### src/rtl/mc_pkg.sv
// ---------------------------------------------------------------------------
// mc_pkg
// Shared types and encodings for the multicycle MIPS controller:
//   state_t     main FSM states (4-bit encoding)
//   aluop_t     ALU operation class handed from the FSM to the ALU decoder
//   OP_*        IR[31:26] opcodes recognised by the controller
//   FN_*        IR[5:0] R-type function codes
//   ALU_*       alucontrol encodings driven to the ALU
// ---------------------------------------------------------------------------
package mc_pkg;

  typedef enum logic [3:0] {
    FETCH,
    DECODE,
    MEMADR,
    MEMRD,
    MEMWB,
    MEMWR,
    EXECUTE,
    ALUWB,
    BRANCH,
    ADDIEX,
    ADDIWB,
    JUMP
  } state_t;

  typedef enum logic [1:0] {
    ALUOP_ADD   = 2'b00,
    ALUOP_SUB   = 2'b01,
    ALUOP_FUNCT = 2'b10
  } aluop_t;

  localparam logic [5:0] OP_RTYPE = 6'b000000;
  localparam logic [5:0] OP_LW    = 6'b100011;
  localparam logic [5:0] OP_SW    = 6'b101011;
  localparam logic [5:0] OP_BEQ   = 6'b000100;
  localparam logic [5:0] OP_BNE   = 6'b000101;
  localparam logic [5:0] OP_ADDI  = 6'b001000;
  localparam logic [5:0] OP_J     = 6'b000010;

  localparam logic [5:0] FN_ADD = 6'b100000;
  localparam logic [5:0] FN_SUB = 6'b100010;
  localparam logic [5:0] FN_AND = 6'b100100;
  localparam logic [5:0] FN_OR  = 6'b100101;
  localparam logic [5:0] FN_SLT = 6'b101010;

  localparam logic [2:0] ALU_ADD = 3'b010;
  localparam logic [2:0] ALU_SUB = 3'b110;
  localparam logic [2:0] ALU_AND = 3'b000;
  localparam logic [2:0] ALU_OR  = 3'b001;
  localparam logic [2:0] ALU_SLT = 3'b111;

endpackage

### src/rtl/mc_alu_ctl.sv
// ---------------------------------------------------------------------------
// mc_alu_ctl
// Combinational ALU decoder: maps the FSM's aluop class plus the R-type funct
// field onto the ALU control code.
//   aluop_i       in   aluop_t  operation class from the FSM
//   funct_i       in   6        IR[5:0]
//   alucontrol_o  out  3        ALU operation select
//   bad_funct_o   out  1        funct not supported (only meaningful for ALUOP_FUNCT)
// ---------------------------------------------------------------------------
module mc_alu_ctl
  import mc_pkg::*;
(
  input  aluop_t      aluop_i,
  input  logic [5:0]  funct_i,
  output logic [2:0]  alucontrol_o,
  output logic        bad_funct_o
);

  always_comb begin
    // NOTE: every output is given a default before the case so no path can infer a latch.
    alucontrol_o = ALU_ADD;
    bad_funct_o  = 1'b0;
    case (aluop_i)
      ALUOP_SUB: alucontrol_o = ALU_SUB;
      ALUOP_FUNCT: begin
        case (funct_i)
          FN_ADD:  alucontrol_o = ALU_ADD;
          FN_SUB:  alucontrol_o = ALU_SUB;
          FN_AND:  alucontrol_o = ALU_AND;
          FN_OR:   alucontrol_o = ALU_OR;
          FN_SLT:  alucontrol_o = ALU_SLT;
          // Unsupported funct still computes an add so the datapath stays benign.
          default: bad_funct_o  = 1'b1;
        endcase
      end
      default: alucontrol_o = ALU_ADD;
    endcase
  end

endmodule

### src/rtl/multicycle_controller.sv
// ---------------------------------------------------------------------------
// multicycle_controller
// Control unit for the multicycle MIPS core. A Moore main FSM sequences the
// shared ALU, memory port, IR, PC and register file one micro-step per cycle;
// mc_alu_ctl turns the FSM's aluop into the ALU control code.
//
// Optional feature macro: MC_BNE_EN
//   defined   : opcode 000101 (bne) is executed; branch taken on ~zero.
//   undefined : opcode 000101 is illegal; branch taken on zero only.
//
// Ports
//   clk         in   1      clock, rising edge
//   reset       in   1      asynchronous active-high; forces FETCH, clears counter
//   opcode      in   6      IR[31:26]
//   funct       in   6      IR[5:0]
//   zero        in   1      ALU zero flag
//   mem_ready   in   1      memory completes its access this cycle
//   iord        out  1      memory address: 0=PC, 1=ALUOut
//   memwrite    out  1      memory write strobe
//   irwrite     out  1      IR load enable
//   regdst      out  1      write register: 0=rt, 1=rd
//   memtoreg    out  1      write data: 0=ALUOut, 1=Data
//   regwrite    out  1      register file write enable
//   alusrca     out  1      ALU A: 0=PC, 1=A
//   alusrcb     out  2      ALU B: 00=B, 01=4, 10=SignImm, 11=SignImm<<2
//   pcsrc       out  2      PC next: 00=ALUResult, 01=ALUOut, 10=jump target
//   pcen        out  1      PC load enable
//   alucontrol  out  3      ALU operation select
//   illegal     out  1      pulse on unsupported opcode (DECODE) or funct (EXECUTE)
//   retired     out  CNT_W  completed-instruction counter, wraps
// ---------------------------------------------------------------------------
module multicycle_controller
  import mc_pkg::*;
#(
  parameter int CNT_W = 32
) (
  input  logic             clk,
  input  logic             reset,
  input  logic [5:0]       opcode,
  input  logic [5:0]       funct,
  input  logic             zero,
  input  logic             mem_ready,
  output logic             iord,
  output logic             memwrite,
  output logic             irwrite,
  output logic             regdst,
  output logic             memtoreg,
  output logic             regwrite,
  output logic             alusrca,
  output logic [1:0]       alusrcb,
  output logic [1:0]       pcsrc,
  output logic             pcen,
  output logic [2:0]       alucontrol,
  output logic             illegal,
  output logic [CNT_W-1:0] retired
);

  state_t           state_q, state_d;
  logic [CNT_W-1:0] retired_q, retired_d;
  aluop_t           aluop;
  logic             pcwrite;
  logic             branch;
  logic             taken;
  logic             bad_funct;

  always_ff @(posedge clk or posedge reset) begin
    if (reset) begin
      // NOTE: sequential state uses non-blocking (<=) so every flop samples pre-edge values.
      state_q   <= FETCH;
      retired_q <= '0;
    end else begin
      state_q   <= state_d;
      retired_q <= retired_d;
    end
  end

`ifdef MC_BNE_EN
  // Remembers whether the branch being executed is a bne; captured in DECODE
  // because BRANCH alone cannot tell beq from bne.
  logic bne_q, bne_d;

  assign bne_d = (state_q == DECODE) ? (opcode == OP_BNE) : bne_q;

  always_ff @(posedge clk or posedge reset) begin
    if (reset) bne_q <= 1'b0;
    else       bne_q <= bne_d;
  end

  assign taken = bne_q ? ~zero : zero;
`else
  assign taken = zero;
`endif

  always_comb begin
    state_d  = state_q;
    aluop    = ALUOP_ADD;
    iord     = 1'b0;
    memwrite = 1'b0;
    irwrite  = 1'b0;
    regdst   = 1'b0;
    memtoreg = 1'b0;
    regwrite = 1'b0;
    alusrca  = 1'b0;
    alusrcb  = 2'b00;
    pcsrc    = 2'b00;
    pcwrite  = 1'b0;
    branch   = 1'b0;
    illegal  = 1'b0;
    case (state_q)
      FETCH: begin
        alusrcb = 2'b01;
        if (mem_ready) begin
          irwrite = 1'b1;
          pcwrite = 1'b1;
          state_d = DECODE;
        end
      end
      DECODE: begin
        alusrcb = 2'b11;
        case (opcode)
          OP_LW, OP_SW: state_d = MEMADR;
          OP_RTYPE:     state_d = EXECUTE;
          OP_BEQ:       state_d = BRANCH;
`ifdef MC_BNE_EN
          OP_BNE:       state_d = BRANCH;
`endif
          OP_ADDI:      state_d = ADDIEX;
          OP_J:         state_d = JUMP;
          default: begin
            illegal = 1'b1;
            state_d = FETCH;
          end
        endcase
      end
      MEMADR: begin
        alusrca = 1'b1;
        alusrcb = 2'b10;
        // IR still holds the instruction, so the opcode selects load vs store.
        state_d = (opcode == OP_SW) ? MEMWR : MEMRD;
      end
      MEMRD: begin
        iord = 1'b1;
        if (mem_ready) state_d = MEMWB;
      end
      MEMWB: begin
        memtoreg = 1'b1;
        regwrite = 1'b1;
        state_d  = FETCH;
      end
      MEMWR: begin
        iord     = 1'b1;
        memwrite = 1'b1;
        if (mem_ready) state_d = FETCH;
      end
      EXECUTE: begin
        alusrca = 1'b1;
        aluop   = ALUOP_FUNCT;
        illegal = bad_funct;
        state_d = ALUWB;
      end
      ALUWB: begin
        regdst   = 1'b1;
        regwrite = 1'b1;
        state_d  = FETCH;
      end
      BRANCH: begin
        alusrca = 1'b1;
        aluop   = ALUOP_SUB;
        pcsrc   = 2'b01;
        branch  = 1'b1;
        state_d = FETCH;
      end
      ADDIEX: begin
        alusrca = 1'b1;
        alusrcb = 2'b10;
        state_d = ADDIWB;
      end
      ADDIWB: begin
        regwrite = 1'b1;
        state_d  = FETCH;
      end
      JUMP: begin
        pcsrc   = 2'b10;
        pcwrite = 1'b1;
        state_d = FETCH;
      end
      default: state_d = FETCH;
    endcase
  end

  // An instruction retires when any execution state hands back to FETCH;
  // illegal opcodes leave from DECODE and are therefore not counted.
  always_comb begin
    retired_d = retired_q;
    if (state_q != FETCH && state_q != DECODE && state_d == FETCH)
      retired_d = retired_q + CNT_W'(1);
  end

  assign pcen    = pcwrite | (branch & taken);
  assign retired = retired_q;

  mc_alu_ctl u_alu_ctl (
    .aluop_i      (aluop),
    .funct_i      (funct),
    .alucontrol_o (alucontrol),
    .bad_funct_o  (bad_funct)
  );

endmodule
### config.mk
export PLATFORM = sky130hd
export DESIGN_NAME = multicycle_controller
export DESIGN_NICKNAME = d
export VERILOG_FILES = /design/src/rtl/mc_pkg.sv /design/src/rtl/mc_alu_ctl.sv /design/src/rtl/multicycle_controller.sv
export SDC_FILE = /design/constraint.sdc
export NUM_CORES = 1
export LEC_CHECK = 0
export BUFFER_PORTS_ARGS = -buffer_cell sky130_fd_sc_hd__buf_2
export CORE_MARGIN = 1
export CORE_UTILIZATION = 52
export DETAILED_ROUTE_END_ITERATION = 10
export PLACE_DENSITY_LB_ADDON = 0.1
export SLEW_MARGIN = 20
export SYNTH_ARGS = -nofsm -noshare
export SYNTH_HDL_FRONTEND = slang
export SYNTH_HIERARCHICAL = 1
export SYNTH_SLANG_ARGS = --single-unit
### constraint.sdc
create_clock -name clk -period 2.5 [get_ports clk]
set_input_delay 0.125 -clock clk [delete_from_list [all_inputs] [get_ports clk]]
set_output_delay 0.125 -clock clk [all_outputs]
set_load 0.01 [all_outputs]
==> metrics.md <==
| Metric | Value |
|---|---|
| Ranking of synthesized cells by area | `dfrtp_1 41%, xor2_1 7.6%, xnor2_1 6.0%` |
| Worst Reg-to-Reg Cells | `6` |
| Sequential share of the synthesized area | `41.3%` |
| Post-DP HPWL | `3450 um` |
| Area leader, netlist | `dfrtp_1` |
| Layout cells sized above 1 | `30.6%` |
| Hold Crit Class | `input port to register` |
| Fmax | `0.431 GHz` |
| Crit end category | `output pin` |
| Post-route DRC | `0` |
| Initial antenna violation count | `0` |
| Max Slew Vio Count | `0` |
| Outcome | `finished clean` |
| Top cell type's share of synthesized area | `41.3%` |
| Design Power | `1.76 mW` |
| Starting DRC count in detailed routing | `132` |
| GPL Wtd Cong | `0.791` |
| Post-synth ARST share | `100%` |
| Cells on Worst Hold Path | `3` |
| Final std cells w/o fill | `347` |
| Worst-Margin Slew | `0.698 ns` |
| WP depth | `8` |
| Worst-path cell chain | `buf_4 -> nand2b_1 -> nor3b_2 -> ha_1 -> inv_1 -> a31oi_1 -> a32o_1 -> buf_2` |
| First-pass GRT wire length | `7410 um` |
| Clk_skew | `0.00825 ns` |
| GRT Total Usage | `22.3%` |
| I/O pin total | `64` |
| Full die area | `4460 sq um` |
| Critical path fanouts, max | `7` |
| Wire per inst | `13.4 um` |
| Total gr overflow | `0` |
| IO Port Bufs | `63` |
| H-tree levels | `2` |
| Delay-heaviest family, CP | `simple AND/OR/NAND/NOR gates` |
| Clk_lat worst skew | `0.29 ns` |
| Max Cap Viol | `0` |
| Largest net degree at the start of global routing | `20` |
| Req. time, crit path | `2.38 ns` |
| Seq cells post-synth | `36` |
| Crit path buf inv count | `3` |
| Dpl ws | `0.174 ns` |
| Yosys warns | `6` |
| Fin crit share | `92.7%` |
| Most frequent cell after synthesis | `dfrtp_1` |
| Critical path arrival | `2.19 ns` |
| Kind of critical path | `register to output pin` |
| Worst Slack Setup Final | `0.182 ns` |
| Synth Flop Type | `dfrtp_1` |
| RSZ-0062 raised after global routing | `false` |
| Setup Fix Bufs, Post-CTS | `0` |
| Final hold vios | `0` |
| DRT Pass-1 Iters | `4` |
| Clock sink total | `36` |
| Area grow syn2layout | `23.1%` |
| Post-synth EDFFs | `0` |
| Synth cell types | `46` |
| Setup TNS | `0 ns` |
| Commonest cells post-synth | `36 x dfrtp_1, 19 x xor2_1, 15 x xnor2_1` |
| Clock Tree Buf Depth | `2` |
| Vias | `1910` |
| PD cells | `657 nW/um^2` |
| Starting Density | `54.2%` |
| Slowest CP cell | `dfrtp_1` |
| TritonCTS clock tree | `built` |
| Number of vias per cell | `5.50` |
| Final nets | `315` |
| Synth Instances | `226` |
| Fin crit period | `2.32 ns` |
| DIE HEIGHT | `66.8 um` |
| FP Rows | `23` |
| # diodes | `0` |
| Crit path launch type | `register` |
| Reg clk slew, reported paths | `0.07 ns` |
| Number of global-route vias before repair | `1660` |
| Peak VDD IR | `0.000549 V` |
| Chip width | `66.8 um` |
| Synth Cell Area | `2180 sq um` |
| Routed Wire Length | `4670 um` |
| Post-route ant nets | `0` |
| Setup-failing EPs final | `0` |
| Total CTS buffers | `5` |
| Crit-path max cell delay | `0.45 ns` |
| Cell count after placement | `338` |
| Max-Slew Margin vs Limit | `53.4%` |
| Synth Area per Inst | `9.66 sq um` |
| Syn nets | `245` |
| Leakage Power | `1.42 nW` |
| Core area | `4030 sq um` |
| Root buffer cell | `clkbuf_8` |
-- cells in the final DEF, fill, tap and decap left out, types with 5 or more instances in the layout --
| master | instances |
|---|---|
| buf_2 | 63 |
| dfrtp_1 | 36 |
| xor2_1 | 19 |
| xnor2_1 | 15 |
| nand2_1 | 14 |
| nor2_1 | 12 |
| nand3_1 | 12 |
| and3_1 | 11 |
| nor3_1 | 11 |
| nor4_1 | 9 |
| buf_4 | 9 |
| inv_1 | 7 |
| nand4_1 | 6 |
| nand2b_1 | 6 |
| nor3b_1 | 6 |
| clkbuf_8 | 6 |
| o21ai_0 | 5 |
-- worst reg2reg max path, delay by kind of cell, from the launching register on --
kind            cells  cell delay (ns)
compound gates      2             0.38
xor+xnor            1             0.18
flops               1             0.46
simple gates        3             1.23
-- layout make-up --
class	count	area [sq um]
clock buffers	6	82.6
clock inverters	2	10.0
fillers	357	1340
inverters	8	30.0
multi-input cells	172	1210
flip-flops and latches	36	901
well taps	50	62.6
repair buffers	73	393
-- final timing paths --
kind                          endpoint         from  slack (ns)
setup / recovery               illegal   state_q[3]        0.18
hold / removal              state_q[1]    opcode[4]        0.20
hold reg to reg            retired[31]  retired[31]        0.46
max in group asynchronous   state_q[1]        reset        1.31
min in group asynchronous  retired[12]        reset        0.48
setup reg to reg           retired[27]   state_q[0]        0.19
-- report_power, final --
group | switching [mW] | internal, mW | leakage [nW]
Sequential | 0.0742 | 0.637 | 0.483
Clock | 0.205 | 0.220 | 0.0510
Combinational | 0.346 | 0.283 | 0.882
-- per-stage QoR --
step                      hold WS, ns  utilization, %  area, sq um
after CTS                       0.194            66.4         2680
after floorplan                 0.292               -         2180
final                           0.197            66.6         2690
after detailed placement        0.261            63.9         2570
after global routing            0.219            66.6         2690
after global placement          0.267            63.9         2570
-- metal layers --
layer  vias to the layer above  part of all wire (%)  global-route usage [%]
li1                        956                     -                       -
met1                       905                    46                    29.5
met2                        43                    47                    35.0
met3                         6                   5.0                    5.82
met4                         0                   1.3                    7.98
met5                         -                     0                       0
-- registers in the layout, summed over array words and instances (netlist names) --
register,cells
retired,32
state_q,4
-- kinds of logic after synthesis --
| logic type | Yosys count | share of synthesized area [%] |
|---|---|---|
| AOI/OAI and AO/OA | 23 | 8.03 |
| DFF | 36 | 41.3 |
| muxes | 3 | 1.43 |
| and+or+nand+nor | 109 | 30.0 |
| xor gates and xnor gates | 34 | 13.6 |
| buffers and inverters | 18 | 3.90 |
| adders and majority gates | 3 | 1.72 |
-- timing repair --
action | in CTS | in global routing
gates resized for setup | 0 | 2
endpoints found under the hold margin | 18 | 0
setup endpoints to repair | 0 | 3
hold buffers | 1 | 0
(Power assumes the default switching activity.)
